==> src/rtl/friscv_mem_arbiter_pkg.sv <==
// friscv_mem_arbiter_pkg: state encoding and grant identifiers shared by the memory arbiter
package friscv_mem_arbiter_pkg;
  typedef enum logic [1:0] {IDLE, INST, DATA, RESP} arb_state_t;
  localparam logic GRANT_INST = 1'b0;
  localparam logic GRANT_DATA = 1'b1;
endpackage

==> src/rtl/friscv_watchdog.sv <==
// friscv_watchdog: counts cycles of an open memory transaction and flags when the limit is reached
module friscv_watchdog #(
  parameter int TIMEOUT = 255
) (
  input  logic aclk,
  input  logic srst,
  input  logic clear,
  input  logic run,
  output logic expired
);
  localparam int W = TIMEOUT > 0 ? $clog2(TIMEOUT + 1) : 1;
  localparam logic [W-1:0] LIMIT = W'(TIMEOUT);
  logic [W-1:0] count_q, count_d;
  // expiry is reported while the count sits at the limit; a zero limit never expires
  always_comb begin
    expired = (TIMEOUT != 0) && (count_q == LIMIT);
    count_d = clear ? '0 : (run && !expired) ? count_q + 1'b1 : count_q;
  end
  // count register
  always_ff @(posedge aclk) begin
    if (srst) count_q <= '0;
    else count_q <= count_d;
  end
endmodule

==> src/rtl/friscv_mem_arbiter.sv <==
// friscv_mem_arbiter: round-robin sharing of one memory port between instruction fetch and load/store
module friscv_mem_arbiter
  import friscv_mem_arbiter_pkg::*;
#(
  parameter int ADDRW = 16,
  parameter int XLEN = 32,
  parameter int TIMEOUT = 255
) (
  input  logic              aclk,
  input  logic              srst,
  input  logic              inst_en,
  input  logic [ADDRW-1:0]  inst_addr,
  output logic [XLEN-1:0]   inst_rdata,
  output logic              inst_ready,
  input  logic              mem_en,
  input  logic              mem_wr,
  input  logic [ADDRW-1:0]  mem_addr,
  input  logic [XLEN-1:0]   mem_wdata,
  input  logic [XLEN/8-1:0] mem_strb,
  output logic [XLEN-1:0]   mem_rdata,
  output logic              mem_ready,
  output logic              ram_en,
  output logic              ram_wr,
  output logic [ADDRW-1:0]  ram_addr,
  output logic [XLEN-1:0]   ram_wdata,
  output logic [XLEN/8-1:0] ram_strb,
  input  logic [XLEN-1:0]   ram_rdata,
  input  logic              ram_ready,
  output logic              arb_err
);
  arb_state_t state_q, state_d;
  logic last_q, last_d, gnt_q, gnt_d, err_q, err_d;
  logic ram_en_q, ram_en_d, ram_wr_q, ram_wr_d;
  logic [ADDRW-1:0] ram_addr_q, ram_addr_d;
  logic [XLEN-1:0] ram_wdata_q, ram_wdata_d, rdata_q, rdata_d;
  logic [XLEN/8-1:0] ram_strb_q, ram_strb_d;
  logic pick, grant, run, done, expired;

  friscv_watchdog #(.TIMEOUT(TIMEOUT)) u_watchdog (
    .aclk(aclk),
    .srst(srst),
    .clear(grant),
    .run(run),
    .expired(expired)
  );

  // arbitration: a lone requester wins, contention goes to whoever was not served last
  always_comb begin
    pick = (inst_en && (!mem_en || last_q == GRANT_DATA)) ? GRANT_INST : GRANT_DATA;
    grant = (state_q == IDLE) && (inst_en || mem_en);
    run = (state_q == INST) || (state_q == DATA);
    done = run && (ram_ready || expired);
  end

  // next state: completion or watchdog abort both funnel through the single response cycle
  always_comb begin
    state_d = grant ? (pick == GRANT_INST ? INST : DATA) :
              done ? RESP :
              (state_q == RESP) ? IDLE : state_q;
  end

  // datapath: memory request fields are captured at grant and frozen until completion
  always_comb begin
    ram_en_d = grant ? 1'b1 : done ? 1'b0 : ram_en_q;
    ram_wr_d = grant ? (pick == GRANT_DATA && mem_wr) : ram_wr_q;
    ram_addr_d = grant ? (pick == GRANT_INST ? inst_addr : mem_addr) : ram_addr_q;
    ram_wdata_d = grant ? (pick == GRANT_INST ? '0 : mem_wdata) : ram_wdata_q;
    ram_strb_d = grant ? (pick == GRANT_INST ? '1 : mem_strb) : ram_strb_q;
    gnt_d = grant ? pick : gnt_q;
    last_d = done ? gnt_q : last_q;
    rdata_d = done ? ((ram_ready && !ram_wr_q) ? ram_rdata : '0) : rdata_q;
    err_d = done ? !ram_ready : err_q;
  end

  // state and datapath registers; the pointer resets so that inst wins the first tie
  always_ff @(posedge aclk) begin
    if (srst) begin
      state_q <= IDLE;
      last_q <= GRANT_DATA;
      gnt_q <= GRANT_INST;
      err_q <= 1'b0;
      ram_en_q <= 1'b0;
      ram_wr_q <= 1'b0;
      ram_addr_q <= '0;
      ram_wdata_q <= '0;
      ram_strb_q <= '0;
      rdata_q <= '0;
    end else begin
      state_q <= state_d;
      last_q <= last_d;
      gnt_q <= gnt_d;
      err_q <= err_d;
      ram_en_q <= ram_en_d;
      ram_wr_q <= ram_wr_d;
      ram_addr_q <= ram_addr_d;
      ram_wdata_q <= ram_wdata_d;
      ram_strb_q <= ram_strb_d;
      rdata_q <= rdata_d;
    end
  end

  // outputs: the winner's ready and data are only live during the response cycle
  always_comb begin
    inst_ready = (state_q == RESP) && (gnt_q == GRANT_INST);
    mem_ready = (state_q == RESP) && (gnt_q == GRANT_DATA);
    inst_rdata = inst_ready ? rdata_q : '0;
    mem_rdata = mem_ready ? rdata_q : '0;
    arb_err = (state_q == RESP) && err_q;
    ram_en = ram_en_q;
    ram_wr = ram_wr_q;
    ram_addr = ram_addr_q;
    ram_wdata = ram_wdata_q;
    ram_strb = ram_strb_q;
  end
endmodule
==> config.mk <==
export PLATFORM = sky130hd
export DESIGN_NAME = friscv_mem_arbiter
export DESIGN_NICKNAME = d
export VERILOG_FILES = /design/src/rtl/friscv_mem_arbiter_pkg.sv /design/src/rtl/friscv_watchdog.sv /design/src/rtl/friscv_mem_arbiter.sv
export SDC_FILE = /design/constraint.sdc
export NUM_CORES = 1
export LEC_CHECK = 0
export ABC_AREA = 0
export CAP_MARGIN = 25
export CORE_MARGIN = 2
export CORE_UTILIZATION = 40
export CTS_CLUSTER_SIZE = 20
export DETAILED_ROUTE_END_ITERATION = 8
export GPL_TIMING_DRIVEN = 1
export HOLD_SLACK_MARGIN = 0.12
export PLACE_DENSITY = 0.88
export SYNTH_ARGS = -nofsm -noshare
export SYNTH_HDL_FRONTEND = slang
export SYNTH_SLANG_ARGS = --single-unit
==> constraint.sdc <==
create_clock -name aclk -period 2.1 [get_ports aclk]
set_clock_uncertainty 0.1 [all_clocks]
set_input_delay 0.315 -clock aclk [delete_from_list [all_inputs] [get_ports aclk]]
set_output_delay 0.315 -clock aclk [all_outputs]
set_load 0.02 [all_outputs]
# [Yosys cells after proc, flatten, opt, wreduce, memory -nomap -nowiden]
# Index checks and enable logic that the tools add are counted.
[word_totals] ff_bits=99 n_memories=0 output_inout_bits=121 latchBits=0 inputBits=106 mem_bits_ro=0 elab_cells=51 ramBits=0
[classes] magnitude_cmp=0 n_eq_ne=4 add_sub_neg=1 n_mul=0 n_mux=13 shifts=0 reduce_logical=21 n_bitwise=1 div_mod_pow=0
[ops] op="$mux W32" count=4
[ops] op="$mux W16" count=1
[ops] op="$logic_and A1 B1 Y1" count=9
[ops] op="$add A8 B1 Y8 const B" count=1
[ops] op="$eq A8 B8 Y1 const B" count=1
[ops] op="$mux W2" count=4
[ops] op="$eq A2 B2 Y1 const B" count=2
[ops] op="$logic_not A1 Y1" count=4
[ops] op="$logic_or A1 B1 Y1" count=4
[ops] op="$mux W4" count=1
[ops] op="$mux W1" count=3
[ops] op="$reduce_bool A3 Y1" count=1
[ops] op="$eq A2 B1 Y1 const B" count=1
[ops] op="$logic_not A2 Y1" count=1
[ops] op="$reduce_bool A2 Y1" count=1
[ops] op="$reduce_or A2 Y1" count=1
[ops] op="$not A1 Y1" count=1

# [Longest topological paths before layout]
# Gate-level depths: netlist of the first run.
[depth] word_depth=5 mapped_depth=7 depth_no_buf=5

# [Modules after synthesis]
# From an unflattened synthesis of the first run, not the netlist that was laid out.
[hier_totals] hier_cells=519 area_unflattened_um2=4342.9
[modules_own_cells] mod="friscv_mem_arbiter" area_per_inst_um2=3917.5 instances=1 cells_each=474 seq_area_each_um2=1821.7
[modules_own_cells] mod="friscv_watchdog" area_per_inst_um2=425.4 instances=1 cells_each=45 seq_area_each_um2=160.2

# [Worst setup path after synthesis of the first run]
# Ideal clock, no wire load.
[synth_timing] path_type="register -> output" startpoint="reg state_q[0]" endpoint="out inst_rdata[22]" t_arrival_ns=1.428 path_slack_ns=0.257 path_buffers=2 stages_incl_launch_ff=6 t_required_ns=1.685 path_cell_list="dfxtp_1 -> ha_1 -> clkbuf_1 -> nor2b_1 -> buf_2 -> and2_1"
[synth_between] elab_chain_cells=3
[synth_rtl] element="start, declared" line="friscv_mem_arbiter.sv:31" text="arb_state_t state_q, state_d;"
[synth_rtl] element="start signal, assigned" line="friscv_mem_arbiter.sv:89" text="state_q <= state_d;"
[synth_rtl] element="$eq A2 B2 Y1" line="friscv_mem_arbiter.sv:104" text="inst_ready = (state_q == RESP) && (gnt_q == GRANT_INST);"
[synth_rtl] element="$logic_and A1 B1 Y1" line="friscv_mem_arbiter.sv:104"
[synth_rtl] element="net inst_ready" line="friscv_mem_arbiter.sv:14" text="output logic inst_ready,"
[synth_rtl] element="$mux W32" line="friscv_mem_arbiter.sv:106" text="inst_rdata = inst_ready ? rdata_q : '0;"
[synth_rtl] element="end, declared" line="friscv_mem_arbiter.sv:13" text="output logic [XLEN-1:0] inst_rdata,"
# The timed path passes the listed nets, and every way through them passes these cells.

# [Final worst setup path of the first run]
[layout_timing] startpoint="reg state_q[1]" endpoint="out inst_rdata[1]"
[layout_between] elab_chain_cells=3
[layout_rtl] element="$eq A2 B2 Y1" line="friscv_mem_arbiter.sv:104"
[layout_rtl] element="$logic_and A1 B1 Y1" line="friscv_mem_arbiter.sv:104"
[layout_rtl] element="$mux W32" line="friscv_mem_arbiter.sv:106"
# Every way passes these cells.

==> impl_metrics.py, run 1 <==
metrics = {
    "worst_setup_path": {
        "crit_slowest_cell": "dfxtp_2",
        "critPathLaunchType": "flip-flop",
        "critPathKind": "reg -> out",
        "critPathLaunch": "state_q[1]",
        "cp-endpoint": "inst_rdata[1]",
        "critPathRequiredTime_ps": 1680,
        "endpoint_kind": "output pin",
        "reg2reg_from": "state_q[0]",
        "ff2ff_setup_slack_ps": 120,
        "cp_max_fo": 16,
        "crit_arrival_ps": 1620,
        "rr_endpoint": "rdata_q[1]",
        "path_cells": "ha_4, nor2b_4, buf_12, and2_1, clkdlybuf4s15_2",
        "slowest_delay_ps": 360,
        "reg2reg_depth": 6,
    },
    "layout": {
        "area_growth_pct": 58.80,
        "stdcell_count": 838,
        "seq_area_sq_um": 1984,
        "layout-drive-gt1-share_pct": 12.32,
        "multiInputGateArea_sq_um": 2201,
        "fillers": 883,
        "most-common-layout-cells": "clkdlybuf4s50_1 (159), dfxtp_1 (97), nand2_1 (69), o21ai_0 (39), mux2i_1 (35)",
        "fin_nets": 802,
        "final_area_sq_um": 6978,
        "num_antenna_cells": 0,
        "final_common_cell": "clkdlybuf4s50_1",
    },
    "route": {
        "drt-vias-per-instance": 5.173,
        "postRouteAntennaNets": 0,
        "routed_wl_mm": 13.13,
        "first_iter_violations": 230,
        "drc": 0,
        "drt_pass1_iterations": 5,
        "wire_per_inst_microns": 15.67,
        "vias": 4335,
    },
    "power_and_ir_drop": {
        "leakage_nw": 2.931,
        "switchingPower_mw": 1.955,
        "peakVddDrop_v": 0.0005383,
        "pwr-share-clk_pct": 21.2,
        "combPwrFrac_pct": 36.4,
        "seqPwrFrac_pct": 42.4,
        "internal_power_mw": 3.597,
        "switching_share_pct": 35.22,
        "power_density_nw_per_um2": 795.8,
        "power.total_mw": 5.553,
    },
    "timing": {
        "worst_hold_slack_ps": 372.5,
        "maxSlewHeadroom_pct": 62.31,
        "slew_viol_final": 0,
        "fmax_mhz": 492.5,
        "fin_crit_ps": 2030,
        "rsz0062_at_grt": "no",
        "hold_violations": 0,
        "finalCritPeriodShare_pct": 96.68,
        "worstMarginPinSlew_ps": 564.8,
        "setup_ws_ps": 69.69,
        "finalSetupViolations": 0,
    },
    "logic_synthesis": {
        "synth_area_sq_um": 4394,
        "seq_area_frac_synth_pct": 45.10,
        "netlist.area_leader.share_pct": 45.10,
        "netlist_instances": 482,
        "synth_edf_count": 0,
        "synthArstFlopShare_pct": 0,
        "synthTopCellsByArea": "dfxtp_1 (45%), mux2i_1 (8.0%), a22o_1 (6.6%), nand2_1 (5.9%), and2_1 (4.8%)",
        "synthesis.nets": 591,
        "ys_ff_latch": 99,
        "yosys.cell_types.count": 44,
        "yosysWarnings": 0,
        "synth_area_leader_cell": "dfxtp_1",
        "synthFlopType": "dfxtp_1",
        "syn_avg_cell_area_sq_um": 9.117,
    },
    "placement": {
        "dpl_cell_area_sq_um": 6787,
        "port_buffers": 226,
        "finalWeightedCongestion": 0.7931,
        "dp_slack_ps": -19.00,
        "dp.cells": 821,
        "dp_hpwl_mm": 9.554,
    },
    "grt": {
        "grtUsageTotal_pct": 21.74,
        "grt_pass1_vias": 4362,
        "grt_pass1_wl_mm": 20.44,
        "antenna_found_initial": 0,
        "overflow": 0,
        "grt_max_degree": 61,
    },
    "clock_network": {
        "postCtsHoldBufs": 0,
        "cts.sinks": 99,
        "cts_made_buffers": 9,
        "insertion_delay_ps": 350,
        "clk_pin_slew_ps": 100,
        "cts_root_buf": "clkbuf_8",
        "clockBufferDepth": 2,
        "cts_tree": "done",
        "htreeDepth": 3,
    },
    "floorplan": {
        "fp.dieH_microns": 108.8,
        "rows": 38,
        "start_util_pct": 40.71,
        "dieWidth_microns": 108.8,
        "dieArea_sq_um": 11840,
        "fp.coreArea_sq_um": 10790,
        "boundaryPins": 227,
    },
    "status": {
        "status": "complete, no violations",
    },
    "flow_run": {
        "drv_cap": 0,
    },
    "min_path": {
        "hp-class": "reg -> reg",
    },
}
-- stage by stage --
stage          setup TNS [ps]  utilization, %
2_1_floorplan               0               -
3_3_place_gp            -6920           62.74
3_5_place_dp           -19.35           62.88
4_1_cts                -100.3           65.30
5_1_grt                     0           64.65
6_report                    0           64.65
-- cell type report --
cell class | instances | share of cell area (%)
inverters | 7 | 0.3765
clock inverters | 7 | 0.9324
multi-input cells | 334 | 31.54
well taps | 140 | 2.510
clock buffers | 9 | 1.775
repair buffers | 242 | 34.43
flip-flops and latches | 99 | 28.44
-- cells in the mapped netlist, types with 5 or more instances --
cell type,number
nand2_1,69
and2_1,34
a31oi_1,17
mux2i_1,35
o21ai_0,39
buf_2,9
a22o_1,33
o21a_1,5
nand3_1,23
dfxtp_1,99
a21oi_1,11
and3_1,32
inv_1,6
clkbuf_1,24
-- logic make-up (layout without fill, tap and decap cells) --
kind of cell | after synthesis | after routing | synth area share, %
adder cells (fa/ha/maj) | 3 | 3 | 0.8543
flip-flops | 99 | 99 | 45.10
multiplexers | 35 | 35 | 7.973
AND/OR/NAND/NOR | 178 | 178 | 21.41
AO/OA/AOI/OAI | 118 | 118 | 18.68
buffers and inverters | 49 | 265 | 5.979
-- repair_timing --
| action | CTS | global route |
|---|---|---|
| pin swaps | 1 | 0 |
| resized for setup | 187 | 21 |
| setup buffers | 2 | 0 |
| cloned | 1 | 0 |
| endpoints found under the hold margin | 0 | 0 |
| endpoints found under the setup margin | 67 | 28 |
-- state kept, by name, indices dropped and copies added, names as in the netlist --
signal and cells:
u_watchdog.count_q 8, ram_strb 4, ram_wdata 32, err_q 1, ram_wr 1, last_q 1
ram_en 1, gnt_q 1, ram_addr 16, state_q 2, rdata_q 32
-- worst max-delay path, delay by kind of cell, from the launching register on --
| family | cells | cell delay, ps |
|---|---|---|
| fa+ha+maj | 1 | 150 |
| flops | 1 | 360 |
| simple gates | 2 | 340 |
| buf+inv | 2 | 410 |
-- how the worst min path moves through the flow --
stage / from / to / slack, ps / cells after the start
3_5_place_dp: ram_wdata[28] / ram_wdata[28] / 360 / 1
3_3_place_gp: rdata_q[13] / rdata_q[13] / 350 / 2
5_1_grt: ram_rdata[25] / rdata_q[25] / 400 / 3
4_1_cts: rdata_q[25] / rdata_q[25] / 380 / 2
2_1_floorplan: rdata_q[31] / rdata_q[31] / 340 / 2
6_report: rdata_q[25] / rdata_q[25] / 370 / 2
-- power groups by stage --
| stage | clock (mW) | sequential [mW] | combinational (mW) |
|---|---|---|---|
| 2_1_floorplan | 0 | 2.58 | 0.956 |
| 3_3_place_gp | 0 | 2.36 | 1.93 |
| 3_5_place_dp | 0 | 2.37 | 2.00 |
| 4_1_cts | 1.21 | 2.35 | 2.06 |
| 5_1_grt | 1.31 | 2.39 | 2.17 |
| 6_report | 1.18 | 2.35 | 2.02 |
-- routing by layer --
| layer | part of all wire [%] | GRT usage [%] | wire (microns) | up-vias |
|---|---|---|---|---|
| li1 | - | - | - | 2127 |
| met1 | 40 | 25.21 | 5313 | 2023 |
| met2 | 51 | 38.57 | 6730 | 161 |
| met3 | 5.9 | 4.842 | 780 | 24 |
| met4 | 2.3 | 8.974 | 306 | 0 |
| met5 | 0 | 0 | 0 | - |
Power figures use the tool's default switching activity.
==> run 2: changes to the inputs <==
--- a/config.mk
+++ b/config.mk
@@ -8,12 +8,12 @@
 export ABC_AREA = 0
 export CAP_MARGIN = 25
 export CORE_MARGIN = 2
-export CORE_UTILIZATION = 40
+export CORE_UTILIZATION = 36
 export CTS_CLUSTER_SIZE = 20
 export DETAILED_ROUTE_END_ITERATION = 8
 export GPL_TIMING_DRIVEN = 1
 export HOLD_SLACK_MARGIN = 0.12
-export PLACE_DENSITY = 0.88
+export PLACE_DENSITY = 0.84
 export SYNTH_ARGS = -nofsm -noshare
 export SYNTH_HDL_FRONTEND = slang
 export SYNTH_SLANG_ARGS = --single-unit
==> constraint.sdc (replaced) <==
create_clock -name aclk -period 1.7 [get_ports aclk]
set_clock_uncertainty 0.1 [all_clocks]
set_input_delay 0.255 -clock aclk [delete_from_list [all_inputs] [get_ports aclk]]
set_output_delay 0.255 -clock aclk [all_outputs]
set_load 0.02 [all_outputs]
==> impl_metrics.py, run 2 (synthesis gave the netlist of run 1 again) <==
metrics = {
    "status": {
        "status": "complete, but fails checks",
        "violations": "negative setup slack",
    },
    "worst_setup_path": {
        "crit_family": "buffers and inverters",
        "slowest_delay_ps": 360,
        "cp.buffers_inverters": 3,
        "rr_endpoint": "u_watchdog.count_q[6]",
        "critPathKind": "reg -> out",
        "critPathLaunchType": "flip-flop",
        "reg2reg_from": "state_q[1]",
        "reg2reg_depth": 8,
        "path_common_cell": "buf_6",
        "endpoint_kind": "output pin",
        "critPathLaunch": "state_q[1]",
        "path_cells": "ha_4, nor2b_4, buf_6, buf_6, and2_4, buf_6",
        "critPathRequiredTime_ps": 1340,
        "ff2ff_setup_slack_ps": -170,
        "crit_slowest_cell": "dfxtp_2",
        "cp_max_fo": 5,
        "crit_arrival_ps": 1530,
    },
    "floorplan": {
        "start_util_pct": 36.74,
        "rows": 40,
        "dieWidth_microns": 114.5,
        "fp.dieH_microns": 114.5,
        "boundaryPins": 227,
        "fp.coreArea_sq_um": 11960,
        "dieArea_sq_um": 13110,
    },
    "timing": {
        "finalSetupViolations": 102,
        "fin_crit_ps": 1886,
        "slew_viol_final": 0,
        "maxSlewHeadroom_pct": 68.10,
        "finalCritPeriodShare_pct": 110.9,
        "hold_violations": 0,
        "rsz0062_at_grt": "yes",
        "worstMarginPinSlew_ps": 478.5,
        "fmax_mhz": 530.2,
        "setup_ws_ps": -186.1,
    },
    "placement": {
        "dp_hpwl_mm": 10.44,
        "dpl_cell_area_sq_um": 6997,
        "port_buffers": 226,
        "finalWeightedCongestion": 0.7513,
    },
    "clock_network": {
        "cts_tree": "done",
        "insertion_delay_ps": 330,
        "cts_made_buffers": 9,
        "cts.sinks": 99,
        "clk_pin_slew_ps": 70,
        "htreeDepth": 3,
        "clockBufferDepth": 2,
        "cts_root_buf": "clkbuf_16",
    },
    "route": {
        "first_iter_violations": 294,
        "routed_wl_mm": 15.15,
        "postRouteAntennaNets": 0,
        "wire_per_inst_microns": 17.28,
        "drt-vias-per-instance": 5.235,
        "vias": 4591,
        "drt_pass1_iterations": 4,
        "drc": 0,
    },
    "grt": {
        "overflow": 0,
        "grt_pass1_wl_mm": 22.42,
        "antenna_found_initial": 0,
        "grt_max_degree": 41,
        "grtUsageTotal_pct": 21.37,
        "grt_pass1_vias": 4479,
    },
    "layout": {
        "area_growth_pct": 76.65,
        "fillers": 938,
        "fin_util_pct": 64.90,
        "final_area_sq_um": 7762,
        "final_common_cell": "clkdlybuf4s50_1",
        "layout-drive-gt1-share_pct": 25.89,
        "fin_nets": 834,
        "most-common-layout-cells": "clkdlybuf4s50_1 (152), dfxtp_1 (97), nand2_1 (68), buf_6 (44), o21ai_0 (39)",
        "num_antenna_cells": 0,
    },
    "power_and_ir_drop": {
        "power_density_nw_per_um2": 1034,
        "leakage_nw": 3.206,
        "peakVddDrop_v": 0.0005252,
        "power.total_mw": 8.029,
    },
    "min_path": {
        "hold_end": "rdata_q[16]",
        "min_from": "ram_rdata[16]",
        "min_path_cells": 3,
        "hp-class": "in -> reg",
    },
    "flow_run": {
        "drv_cap": 0,
    },
}
-- run 2: per-stage QoR --
step | setup TNS, ps | hold slack, ps | cells | setup WS, ps
final | -11870 | 372.7 | 877 | -186.1
after global routing | -17980 | 365.0 | 877 | -235.0
after CTS | -12940 | 357.4 | 865 | -223.7
after detailed placement | -23940 | 354.3 | 844 | -292.6
after global placement | -19090 | 352.5 | 844 | -255.4
after floorplan | 0 | 287.6 | 482 | 0.6064
-- run 2: worst max-delay path by stage --
stage / slack [ps] / endpoint / cells past startpoint
finish: -190 / inst_rdata[18] / 6
global route: -240 / inst_rdata[18] / 6
CTS: -220 / inst_rdata[5] / 6
detailed placement: -290 / inst_rdata[29] / 5
global placement: -260 / inst_rdata[23] / 5
floorplan: 0.6 / inst_rdata[22] / 5
-- run 2: worst min-delay path, stage by stage --
cell	delay [ps]
clkdlybuf4s50_1	390
nand2_1	60
mux2i_1	60
-- run 2: repair_timing --
action,4_1_cts,5_1_grt
gates resized for setup,323,54
buffers inserted,2,9
hold buffers,0,0
pin swaps,11,6
endpoints found under the setup margin,103,164
cloned,4,4
-- run 2: routing by layer --
metal  part of all wire (%)  wire length [microns]  track usage, %  up-vias
li1                       -                      -               -     2198
met3                    5.9                    896           4.976       37
met5                      0                      0               0        -
met2                     52                   7919           38.50      184
met1                     39                   5854           23.81     2172
met4                    3.2                    483           9.593        0
-- run 2: area by class of cell --
cell class	instances	area, sq um	share of cell area, %
flip-flops and latches	99	1984	25.56
multi-input cells	334	2318	29.87
inverters	7	28.78	0.3707
repair buffers	274	2955	38.07
clock buffers	13	270.3	3.482
well taps	147	183.9	2.369
clock inverters	3	21.27	0.2740
-- run 2: report_power, final --
group          total, mW  switching, mW  internal [mW]  leakage (nW)
Clock               1.98          0.867           1.11         0.142
Combinational       3.14           1.50           1.64          2.25
Sequential          2.90          0.226           2.68         0.809
Total               8.03           2.59           5.44          3.21
